**config.mk**
```make
export PLATFORM = sky130hd
export DESIGN_NAME = img_mem_writer
export DESIGN_NICKNAME = d
export VERILOG_FILES = /design/src/rtl/img_mem_writer.sv
export SDC_FILE = /design/constraint.sdc
export NUM_CORES = 1
export LEC_CHECK = 0
export ABC_CLOCK_PERIOD_IN_PS = 4000
export BUFFER_PORTS_ARGS = -buffer_cell sky130_fd_sc_hd__buf_2
export CORE_UTILIZATION = 35
export DETAILED_ROUTE_END_ITERATION = 16
export PLACE_DENSITY = 0.62
export SYNTH_ARGS = -nofsm -noshare
export SYNTH_HDL_FRONTEND = slang
export SYNTH_SLANG_ARGS = --single-unit
```
**constraint.sdc**
```tcl
create_clock -name clk -period 4 [get_ports clk]
set_clock_uncertainty 0.1 [all_clocks]
set_input_delay 0.4 -clock clk [delete_from_list [all_inputs] [get_ports clk]]
set_output_delay 0.4 -clock clk [all_outputs]
set_load 0.1 [all_outputs]
```
**src/rtl/img_mem_writer.sv**
```systemverilog
// img_mem_writer: loads one image frame from a valid/ready pixel stream into
// the convolution engine's image memory. Addresses are row*IMG_W+col per
// channel plane, and every write-side output is registered.
module img_mem_writer #(
    parameter int unsigned IMG_W    = 14,
    parameter int unsigned IMG_H    = 14,
    parameter int unsigned CHANNELS = 1,
    parameter int unsigned DATA_W   = 8,
    parameter int unsigned ADDR_W   = 8
) (
    input  logic                     clk,
    input  logic                     rst,
    input  logic                     start,
    input  logic                     abort,
    input  logic                     in_valid,
    input  logic signed [DATA_W-1:0] in_data,
    output logic                     in_ready,
    output logic                     wr_en,
    output logic        [ADDR_W-1:0] wr_addr,
    output logic        [4:0]        wr_ch,
    output logic signed [DATA_W-1:0] wr_data,
    output logic                     busy,
    output logic                     frame_done
);

    localparam int unsigned COL_W = (IMG_W > 1) ? $clog2(IMG_W) : 1;
    localparam int unsigned ROW_W = (IMG_H > 1) ? $clog2(IMG_H) : 1;
    localparam int unsigned CH_W  = 5;

    typedef enum logic [1:0] {
        S_IDLE = 2'd0,
        S_LOAD = 2'd1,
        S_DONE = 2'd2
    } state_t;

    state_t                    r_state;
    logic        [COL_W-1:0]   r_col;
    logic        [ROW_W-1:0]   r_row;
    logic        [CH_W-1:0]    r_ch;
    logic                      r_in_ready;
    logic                      r_wr_en;
    logic        [ADDR_W-1:0]  r_wr_addr;
    logic        [CH_W-1:0]    r_wr_ch;
    logic signed [DATA_W-1:0]  r_wr_data;
    logic                      r_busy;
    logic                      r_frame_done;

    logic                      w_xfer;
    logic                      w_col_last;
    logic                      w_row_last;
    logic                      w_ch_last;
    logic                      w_frame_last;
    logic        [COL_W-1:0]   w_col_nxt;
    logic        [ROW_W-1:0]   w_row_nxt;
    logic        [CH_W-1:0]    w_ch_nxt;
    logic        [ADDR_W-1:0]  w_addr;

    // Handshake and raster-position decode for the pixel being accepted
    assign w_xfer       = in_valid & r_in_ready;
    assign w_col_last   = (r_col == COL_W'(IMG_W - 1));
    assign w_row_last   = (r_row == ROW_W'(IMG_H - 1));
    assign w_ch_last    = (r_ch == CH_W'(CHANNELS - 1));
    assign w_frame_last = w_col_last & w_row_last & w_ch_last;

    // Column-fastest, then row, then channel plane
    assign w_col_nxt = w_col_last ? '0 : r_col + COL_W'(1);
    assign w_row_nxt = w_col_last ? (w_row_last ? '0 : r_row + ROW_W'(1)) : r_row;
    assign w_ch_nxt  = (w_col_last && w_row_last) ? r_ch + CH_W'(1) : r_ch;

    // Unsigned address in ADDR_W bits, matching the engine's read addressing
    assign w_addr = ADDR_W'(ADDR_W'(r_row) * ADDR_W'(IMG_W)) + ADDR_W'(r_col);

    // Frame-load FSM with counters and registered write/status outputs
    always_ff @(posedge clk or posedge rst) begin
        if (rst) begin
            r_state      <= S_IDLE;
            r_col        <= '0;
            r_row        <= '0;
            r_ch         <= '0;
            r_in_ready   <= 1'b0;
            r_wr_en      <= 1'b0;
            r_wr_addr    <= '0;
            r_wr_ch      <= '0;
            r_wr_data    <= '0;
            r_busy       <= 1'b0;
            r_frame_done <= 1'b0;
        end else begin
            r_wr_en      <= 1'b0;
            r_frame_done <= 1'b0;
            case (r_state)
                S_IDLE: begin
                    if (start) begin
                        r_state    <= S_LOAD;
                        r_col      <= '0;
                        r_row      <= '0;
                        r_ch       <= '0;
                        r_in_ready <= 1'b1;
                        r_busy     <= 1'b1;
                    end
                end
                S_LOAD: begin
                    // An accepted pixel is always written, even alongside abort
                    if (w_xfer) begin
                        r_wr_en   <= 1'b1;
                        r_wr_data <= in_data;
                        r_wr_addr <= w_addr;
                        r_wr_ch   <= r_ch;
                        r_col     <= w_col_nxt;
                        r_row     <= w_row_nxt;
                        r_ch      <= w_ch_nxt;
                    end
                    if (abort) begin
                        r_state    <= S_IDLE;
                        r_col      <= '0;
                        r_row      <= '0;
                        r_ch       <= '0;
                        r_in_ready <= 1'b0;
                        r_busy     <= 1'b0;
                    end else if (w_xfer && w_frame_last) begin
                        r_state      <= S_DONE;
                        r_in_ready   <= 1'b0;
                        r_busy       <= 1'b0;
                        r_frame_done <= 1'b1;
                    end
                end
                S_DONE: begin
                    r_state <= S_IDLE;
                end
                default: begin
                    r_state    <= S_IDLE;
                    r_in_ready <= 1'b0;
                    r_busy     <= 1'b0;
                end
            endcase
        end
    end

    assign in_ready   = r_in_ready;
    assign wr_en      = r_wr_en;
    assign wr_addr    = r_wr_addr;
    assign wr_ch      = r_wr_ch;
    assign wr_data    = r_wr_data;
    assign busy       = r_busy;
    assign frame_done = r_frame_done;

endmodule

```
==> run_results.csv, run 1 <==
group,metric,value,unit
placed_design,portBuffers,37,
die,coreArea,0.00599,mm^2
timing,slew_viol_final,0,
final_layout,final_common_cell,"nand2_1",
route,routedWlPerCell,12.8,um
clocking,insertion_delay,0.29,ns
hold_path,hp-start,"in_data[6]",
placed_design,gp_congestion,0.780,
final_layout,final_util,0.431,
placed_design,dp_hpwl,3080,um
worst_setup_path,timing.rr.end,"wr_addr[6]$_DFFE_PP0P_",
clocking,path_clk_slew,0.08,ns
clocking,hold_buffers,1,
die,start_util,0.366,
worst_setup_path,r2r.worst_path.cells,7,
yosys,seq_area_frac_synth,0.445,
yosys,synthesis.area,0.00219,mm^2
global_routing,grtUsageTotal,0.149,
final_layout,nets,299,
placed_design,dpl.cell_count,333,
clocking,root_buffer,"clkbuf_8",
die,die-width,81.1,um
die,ios,38,
pwr,ir_worst_vdd,441,uV
worst_setup_path,reg2reg_setup_slack,1.20,ns
global_routing,antenna_found_initial,0,
pwr,p_leak,0.00139,uW
worst_setup_path,critical_path_required,4.08,ns
worst_setup_path,worstSetupEndpointType,"register",
yosys,synth_edf_count,0,
timing,setup_viol,0,
clocking,numCtsBuffers,5,
timing,rsz0062_at_grt,"no",
timing,worst_slew_pin_slew,0.717,ns
clocking,cts_setup_buffers,0,
yosys,ys.flop_type,"dfrtp_1",
run,drv_cap,0,
timing,min_period,2.80,ns
route,routed_via_density,4.91,
worst_setup_path,endpoint,"wr_addr[6]$_DFFE_PP0P_",
pwr,powerDensity,601,mW/mm^2
clocking,cts.sinks,39,
final_layout,stdcell_count,342,
timing,timing.final.crit_share,0.701,
die,dieArea,0.00658,mm^2
yosys,ys_ff_latch,39,
final_layout,drive_above_1_share,0.199,
final_layout,areaGrowthSynthToFinish,17.9,%
yosys,synthCells,228,
worst_setup_path,cp-start-kind,"register",
yosys,yosysWarnings,0,
clocking,htree_levels,2,
worst_setup_path,cp_max_fo,7,
yosys,synthArstFlopShare,1.00,
global_routing,grt_pass1_vias,1581,
route,dr.pass1.iters,4,
final_layout,final_cell_mix,"58 x nand2_1, 39 x dfrtp_1, 37 x buf_2",
hold_path,hold_class,"input port to register",
yosys,avgSynthCellArea,9.61,um^2
timing,max_freq,357,MHz
worst_setup_path,critPathLaunch,"r_row[1]$_DFFE_PP0P_",
route,routed_wl,4370,um
timing,whs,0.198,ns
worst_setup_path,r2r-start,"r_row[1]$_DFFE_PP0P_",
timing,hold_violations,0,
global_routing,grt_max_degree,35,
status,status,"complete, no violations",
route,drc,0,
die,num_rows,28,
yosys,syn_nets,261,
timing,setup_tns,0,ns
clocking,cts-resized-gates,0,
die,die_y,81.1,um
route,drtIter0Drc,70,
timing,slew_headroom,0.521,
global_routing,globalRouteOverflowTotal,0,
global_routing,grt_pass1_wl,7510,um
worst_setup_path,critPathArrivalTime,2.88,ns
route,num_vias,1680,
yosys,ys_types,47,
clocking,cts_max_path_buffers,2,
route,ant_nets,0,
worst_setup_path,path_class,"register to register",
final_layout,n_antenna_cell,0,
clocking,cts_tree,"done",
[logic make-up after synthesis]
group	Yosys count	synth area share
AO/OA/AOI/OAI	46	0.139
multiplexers	2	0.00970
buffers and inverters	21	0.0411
flip-flops	39	0.445
AND/OR/NAND/NOR	95	0.207
adder cells (fa/ha/maj)	20	0.131
XOR/XNOR	5	0.0263
[flip-flops by register name (all words and copies together) (netlist names)]
name,count
frame_done,1
busy,1
r_state,2
r_row,4
r_ch,5
r_col,4
wr_data,8
wr_ch,5
wr_en,1
wr_addr,8
[Yosys cell counts, drive strengths merged, types with 2 or more instances]
cell | number | share of area
fa | 5 | 0.046
buf | 5 | 0.014
ha | 15 | 0.086
nand2b | 3 | 0.0086
nand4 | 3 | 0.0086
xnor2 | 3 | 0.012
a21oi | 6 | 0.015
nand3 | 5 | 0.011
o211ai | 2 | 0.0068
dfrtp | 39 | 0.45
a31oi | 3 | 0.0086
nor3b | 2 | 0.0068
nor3 | 4 | 0.0091
nor2 | 6 | 0.014
a211oi | 2 | 0.013
o31ai | 5 | 0.019
o21ai | 19 | 0.043
and2 | 4 | 0.011
clkbuf | 4 | 0.0068
inv | 12 | 0.021
and3 | 2 | 0.0057
nand2 | 58 | 0.099
a21o | 3 | 0.010
[where the power goes]
group          switching, uW  leakage [uW]  internal (uW)
Combinational            561      0.000799            102
Clock                    138     0.0000654            249
Sequential              44.5      0.000524            458
Total                    744       0.00139            809
[layout make-up]
cell class | count | area [um^2]
Fill cell | 594 | 3410
Multi-Input combinational cell | 168 | 1130
Sequential cell | 39 | 976
Timing Repair Buffer | 40 | 210
Tap cell | 75 | 93.8
Clock buffer | 6 | 72.6
Clock inverter | 2 | 60.1
Inverter | 12 | 45.0
[through the flow]
stage          setup slack [ns]  power, uW  instance area (um^2)
2_1_floorplan              1.35       1070                  2190
3_3_place_gp               1.24       1170                  2440
3_5_place_dp               1.18       1180                  2440
4_1_cts                    1.18       1570                  2580
5_1_grt                    1.04       1630                  2580
6_report                   1.20       1550                  2580
[layer usage]
metal	vias up	track usage	wire, um
li1	853	-	-
met1	771	0.196	2150
met2	49	0.238	1950
met3	7	0.0382	226
met4	0	0.0464	50
met5	-	0	0
[worst max-delay path, cell delays in order, from the launching register on]
cell      delay, ns
dfrtp_1        0.52
fa_1           0.47
ha_1           0.22
fa_1           0.41
xor2_1         0.19
a211oi_1       0.25
xnor3_1        0.26
mux2_2         0.27
[worst min-delay path by stage]
| stage | slack [ns] | endpoint | depth (start not counted) |
|---|---|---|---|
| finish | 0.20 | wr_data[6]$_DFFE_PP0P_ | 3 |
| global route | 0.21 | wr_data[2]$_DFFE_PP0P_ | 3 |
| CTS | 0.19 | wr_data[6]$_DFFE_PP0P_ | 3 |
| detailed placement | 0.22 | wr_ch[2]$_DFFE_PP0P_ | 2 |
| global placement | 0.21 | wr_data[7]$_DFFE_PP0P_ | 2 |
| floorplan | 0.37 | r_ch[4]$_DFFE_PP0P_ | 1 |
Note: power is estimated with default switching activity, not from simulation.
==> inputs of run 2 (changes only) <==
--- a/config.mk
+++ b/config.mk
@@ -5,7 +5,8 @@
 export SDC_FILE = /design/constraint.sdc
 export NUM_CORES = 1
 export LEC_CHECK = 0
-export ABC_CLOCK_PERIOD_IN_PS = 4000
+export ABC_AREA = 1
+export ABC_CLOCK_PERIOD_IN_PS = 2900
 export BUFFER_PORTS_ARGS = -buffer_cell sky130_fd_sc_hd__buf_2
 export CORE_UTILIZATION = 35
 export DETAILED_ROUTE_END_ITERATION = 16
==> constraint.sdc (replaced) <==
create_clock -name clk -period 2.9 [get_ports clk]
set_clock_uncertainty 0.1 [all_clocks]
set_input_delay 0.29 -clock clk [delete_from_list [all_inputs] [get_ports clk]]
set_output_delay 0.29 -clock clk [all_outputs]
set_load 0.1 [all_outputs]
==> run_results.csv, run 2 <==
group,metric,value,unit
yosys,seq_area_frac_synth,0.430,
route,top_layer_used,"met4",
timing,max_freq,407,MHz
route,routed_wl,4200,um
timing,setup_viol,0,
yosys,synth_top_area_frac,0.430,
yosys,ys_ff_latch,39,
timing,hold_violations,2,
timing,whs,-0.00238,ns
die,coreArea,0.00610,mm^2
clocking,htree_levels,2,
yosys,ys.flop_type,"dfrtp_1",
yosys,synthesis.area,0.00227,mm^2
global_routing,grt_max_degree,40,
route,drtIter0Drc,107,
route,met1_length,2100,um
final_layout,fill_cells,633,
clocking,cts_setup_buffers,0,
die,die_y,82.5,um
yosys,syn_nets,299,
yosys,synthCells,266,
route,wl_met3,214,um
worst_setup_path,cp_max_fo,7,
status,violations,"negative hold slack",
die,num_rows,28,
timing,timing.final.crit_share,0.847,
clocking,numCtsBuffers,5,
worst_setup_path,critical_path_required,3.04,ns
worst_setup_path,critPathArrivalTime,2.59,ns
timing,setup_ws,0.443,ns
clocking,insertion_delay,0.29,ns
route,route.met2.wl,1830,um
pwr,p_leak,0.00143,uW
route,num_vias,1743,
final_layout,final_common_cell,"nand2_1",
pwr,ir_worst_vdd,838,uV
timing,setup_tns,0,ns
clocking,root_buffer,"clkbuf_8",
yosys,synth_top_area_cell,"dfrtp_1",
worst_setup_path,path_class,"register to register",
yosys,synthArstFlopShare,1.00,
run,drv_cap,0,
die,ios,38,
route,dr.pass1.iters,4,
clocking,path_clk_slew,0.08,ns
timing,worst_slew_pin_slew,0.506,ns
timing,min_period,2.46,ns
global_routing,grt_pass1_wl,6880,um
status,status,"complete, but fails checks",
yosys,post-synth-top-count-cell,"nand2_1",
final_layout,areaGrowthSynthToFinish,14.6,%
final_layout,nets,339,
route,routed_via_density,4.56,
route,routedWlPerCell,11.0,um
die,dieArea,0.00681,mm^2
clocking,cts_max_path_buffers,2,
yosys,ys_types,28,
yosys,ys_top_cells_by_count,"96 x nand2_1, 39 x dfrtp_1, 29 x inv_1",
die,die-width,82.5,um
pwr,powerDensity,841,mW/mm^2
timing,slew_headroom,0.665,
placed_design,dp_hpwl,3180,um
global_routing,grtUsageTotal,0.135,
placed_design,pre_cts_slack,0.449,ns
placed_design,gp_congestion,0.764,
clocking,hold_buffers,0,
worst_setup_path,worstSetupEndpointType,"register",
yosys,avgSynthCellArea,8.53,um^2
route,drc,0,
worst_setup_path,cp-start-kind,"register",
yosys,synth_area_leaders,"dfrtp_1 43%, nand2_1 16%, ha_1 8.3%",
final_layout,drive_above_1_share,0.205,
placed_design,portBuffers,37,
yosys,synth_edf_count,0,
clocking,cts-resized-gates,0,
final_layout,final_util,0.427,
clocking,cts.sinks,39,
die,start_util,0.372,
hold_path,hold_class,"input port to asynchronous set/reset pin",
yosys,yosysWarnings,0,
global_routing,antenna_found_initial,0,
clocking,cts_tree,"done",
final_layout,n_antenna_cell,0,
global_routing,grt_pass1_vias,1584,
route,ant_nets,0,
timing,slew_viol_final,0,
timing,rsz0062_at_grt,"no",
final_layout,final_cell_mix,"96 x nand2_1, 39 x dfrtp_1, 37 x buf_2",
global_routing,globalRouteOverflowTotal,0,
==> run 2: cell count changes in the layout (fill, tap and decap cells not counted), sizes merged, moves of 3 or more <==
cell / before / now
a21oi: 6 / 2
nand2b: 3 / 0
a21o: 3 / 0
nand2: 58 / 101
nor2: 6 / 21
nand3: 5 / 14
a31oi: 3 / 0
inv: 12 / 33
o31ai: 5 / 2
o21ai: 19 / 16
and2: 4 / 0
==> run 2: kinds of logic after synthesis <==
family,share of synthesized area
xor gates and xnor gates,0.0193
DFF,0.430
adders and majority gates,0.127
buffers and inverters,0.0745
AOI/OAI and AO/OA,0.0607
and+or+nand+nor,0.288
==> run 2: worst max-delay path: stages (launching register included) <==
cell     delay [ns]
dfrtp_1        0.50
fa_1           0.47
ha_1           0.29
ha_1           0.35
nand2_1        0.06
nor2_1         0.13
nor2_1         0.06
nor2_1         0.18
nand2_1        0.08
nand2_1        0.06
nand3_1        0.07
nand2_1        0.07
==> run 2: stage by stage <==
stage | cell area (um^2) | total power [uW] | cells
2_1_floorplan | 2270 | 1680 | 266
3_3_place_gp | 2510 | 1830 | 374
3_5_place_dp | 2510 | 1850 | 374
4_1_cts | 2600 | 2210 | 382
5_1_grt | 2600 | 2320 | 382
6_report | 2600 | 2190 | 382
==> run 2: final cells by class <==
type | count | area (um^2) | share of cell area
multi-input combinational | 189 | 1120 | 0.432
sequential | 39 | 976 | 0.375
timing repair buffer | 38 | 193 | 0.0741
clock buffer | 6 | 72.6 | 0.0279
tap | 75 | 93.8 | 0.0361
clock inverter | 2 | 12.5 | 0.00481
inverter | 33 | 129 | 0.0496
==> run 2: layer usage <==
| layer | up-vias | GRT usage |
|---|---|---|
| li1 | 902 | - |
| met1 | 794 | 0.175 |
| met2 | 40 | 0.221 |
| met3 | 7 | 0.0330 |
| met4 | 0 | 0.0414 |
| met5 | - | 0 |
==> run 2: worst paths after layout <==
path | startpoint | to | slack (ns) | cells after the start
worst min-delay path | rst | wr_data[2]$_DFFE_PP0P_ | -0.002 | 3
min in group clk | in_data[3] | wr_data[3]$_DFFE_PP0P_ | 0.09 | 3
max in group asynchronous | rst | r_row[0]$_DFFE_PP0P_ | 2.35 | 3
worst max register to register | r_row[2]$_DFFE_PP0P_ | wr_addr[6]$_DFFE_PP0P_ | 0.44 | 11
worst max-delay path | r_row[2]$_DFFE_PP0P_ | wr_addr[6]$_DFFE_PP0P_ | 0.44 | 11
worst min register to register | wr_data[7]$_DFFE_PP0P_ | wr_data[7]$_DFFE_PP0P_ | 0.37 | 2
==> run 2: where the power goes <==
part	switching, uW	internal [uW]
clock	193	168
combinational	929	178
sequential	69.6	650
total	1190	996
==> inputs of run 3 (changes only) <==
--- a/config.mk
+++ b/config.mk
@@ -6,7 +6,7 @@
 export NUM_CORES = 1
 export LEC_CHECK = 0
 export ABC_AREA = 1
-export ABC_CLOCK_PERIOD_IN_PS = 2900
+export ABC_CLOCK_PERIOD_IN_PS = 2450
 export BUFFER_PORTS_ARGS = -buffer_cell sky130_fd_sc_hd__buf_2
 export CORE_UTILIZATION = 35
 export DETAILED_ROUTE_END_ITERATION = 16
==> constraint.sdc (replaced) <==
create_clock -name clk -period 2.45 [get_ports clk]
set_clock_uncertainty 0.1 [all_clocks]
set_input_delay 0.245 -clock clk [delete_from_list [all_inputs] [get_ports clk]]
set_output_delay 0.245 -clock clk [all_outputs]
set_load 0.1 [all_outputs]
==> run_results.csv, run 3 (synthesized netlist as in run 2, its figures left out) <==
group,metric,value,unit
route,routed_via_density,4.48,
global_routing,grtUsageTotal,0.135,
die,ios,38,
final_layout,seq_area,977,um^2
route,drc,0,
timing,slew_headroom,0.669,
placed_design,portBuffers,37,
timing,slew_viol_final,0,
route,drtIter0Drc,76,
die,die-width,82.5,um
global_routing,antenna_found_initial,0,
pwr,power,2720,uW
status,status,"complete, no violations",
run,drv_cap,0,
worst_setup_path,r2r.worst_path.cells,9,
pwr,ir_worst_vdd,722,uV
worst_setup_path,cp-start-kind,"register",
final_layout,areaGrowthSynthToFinish,18.9,%
worst_setup_path,critPathArrivalTime,2.46,ns
clocking,cts_setup_buffers,0,
final_layout,n_antenna_cell,0,
final_layout,drive_above_1_share,0.236,
worst_setup_path,r2r-start,"r_row[1]$_DFFE_PP0P_",
die,num_rows,28,
worst_setup_path,endpoint,"wr_addr[7]$_DFFE_PP0P_",
placed_design,dp_hpwl,3170,um
route,num_vias,1737,
timing,timing.final.crit_share,0.954,
global_routing,grt_pass1_vias,1640,
route,routedWlPerCell,10.9,um
timing,min_period,2.34,ns
clocking,numCtsBuffers,5,
pwr,power.share.combinational,0.493,
worst_setup_path,reg2reg_setup_slack,0.11,ns
pwr,pwr-share-clk,0.198,
placed_design,gp_congestion,0.763,
worst_setup_path,critical_path_required,2.58,ns
pwr,p_leak,0.00147,uW
final_layout,fill_cells,607,
pwr,power_switching_share,0.521,
worst_setup_path,path_class,"register to register",
global_routing,grt_pass1_wl,7030,um
pwr,p_sw,1420,uW
global_routing,globalRouteOverflowTotal,0,
clocking,htree_levels,2,
worst_setup_path,worstSetupEndpointType,"register",
route,ant_nets,0,
global_routing,grt_max_degree,40,
route,routed_wl,4210,um
die,die_y,82.5,um
pwr,seqPwrFrac,0.309,
clocking,cts_tree,"done",
die,coreArea,0.00610,mm^2
final_layout,final_common_cell,"nand2_1",
timing,max_freq,428,MHz
worst_setup_path,cp_max_fo,4,
worst_setup_path,critPathLaunch,"r_row[1]$_DFFE_PP0P_",
pwr,internal_power,1300,uW
die,dieArea,0.00681,mm^2
clocking,root_buffer,"clkbuf_8",
final_layout,nets,345,
timing,hold_violations,0,
clocking,cts_max_path_buffers,2,
route,dr.pass1.iters,4,
hold_path,hold_class,"input port to register",
clocking,path_clk_slew,0.08,ns
timing,worst_slew_pin_slew,0.497,ns
final_layout,stdcell_count,388,
die,start_util,0.372,
clocking,cts.sinks,39,
clocking,insertion_delay,0.29,ns
pwr,powerDensity,1010,mW/mm^2
final_layout,final_cell_mix,"96 x nand2_1, 38 x dfrtp_1, 37 x buf_2",
timing,setup_viol,0,
placed_design,dpl.cell_count,379,
final_layout,multi_input_area,0.00114,mm^2
worst_setup_path,timing.rr.end,"wr_addr[7]$_DFFE_PP0P_",
## run 3: worst max-delay path, cell delays in order (launching register included)
cell and delay (ns):
dfrtp_2 0.45, fa_1 0.47, ha_2 0.20, fa_1 0.57
nand2_1 0.08, nor2_2 0.13, nand3_1 0.09, nand2_1 0.06
nand3_1 0.06, nand2_1 0.06
## run 3: stage by stage
stage	worst slack [ns]	setup TNS (ns)	instance area, um^2	hold slack, ns	utilization
2_1_floorplan	0.128	0	2270	0.262	-
3_3_place_gp	0.0807	0	2550	0.291	0.419
3_5_place_dp	0.0520	0	2550	0.301	0.419
4_1_cts	0.0295	0	2680	0.0499	0.439
5_1_grt	-0.0126	-0.0156	2700	0.0528	0.442
6_report	0.114	0	2700	0.0547	0.442
## run 3: worst min-delay path by stage
| stage | to | slack [ns] | depth (start not counted) | start |
|---|---|---|---|---|
| detailed placement | wr_ch[4]$_DFFE_PP0P_ | 0.30 | 3 | rst |
| finish | wr_data[3]$_DFFE_PP0P_ | 0.05 | 3 | in_data[3] |
| floorplan | wr_data[0]$_DFFE_PP0P_ | 0.26 | 2 | in_data[0] |
| global placement | wr_data[3]$_DFFE_PP0P_ | 0.29 | 3 | rst |
| global route | wr_data[3]$_DFFE_PP0P_ | 0.05 | 3 | in_data[3] |
| CTS | wr_data[3]$_DFFE_PP0P_ | 0.05 | 3 | in_data[3] |
## run 3: power groups by stage
stage	Combinational, uW	Clock, uW	Sequential (uW)
after floorplan	352	0	1630
after global placement	1330	0	852
after detailed placement	1340	0	854
after CTS	1340	552	842
after global routing	1440	580	868
final	1340	538	841
## run 3: layer usage
| layer | global-route usage | up-vias | share of wire |
|---|---|---|---|
| met2 | 0.230 | 44 | 0.44 |
| met1 | 0.173 | 777 | 0.50 |
| met3 | 0.0385 | 2 | 0.051 |
| met4 | 0.0207 | 0 | 0.0045 |
| li1 | - | 914 | - |
| met5 | 0 | - | 0 |
## run 3: cell type report
| type | instances | share of cell area |
|---|---|---|
| timing repair buffer | 44 | 0.0891 |
| tap | 75 | 0.0348 |
| multi-input combinational | 189 | 0.424 |
| inverter | 33 | 0.0478 |
| clock buffer | 5 | 0.0255 |
| sequential | 39 | 0.362 |
| clock inverter | 3 | 0.0162 |
## run 3: timing repair
action	CTS	global route
resized for setup	0	5
hold buffers	1	0
endpoints found under the setup margin	0	3
hold endpoints to repair	39	0
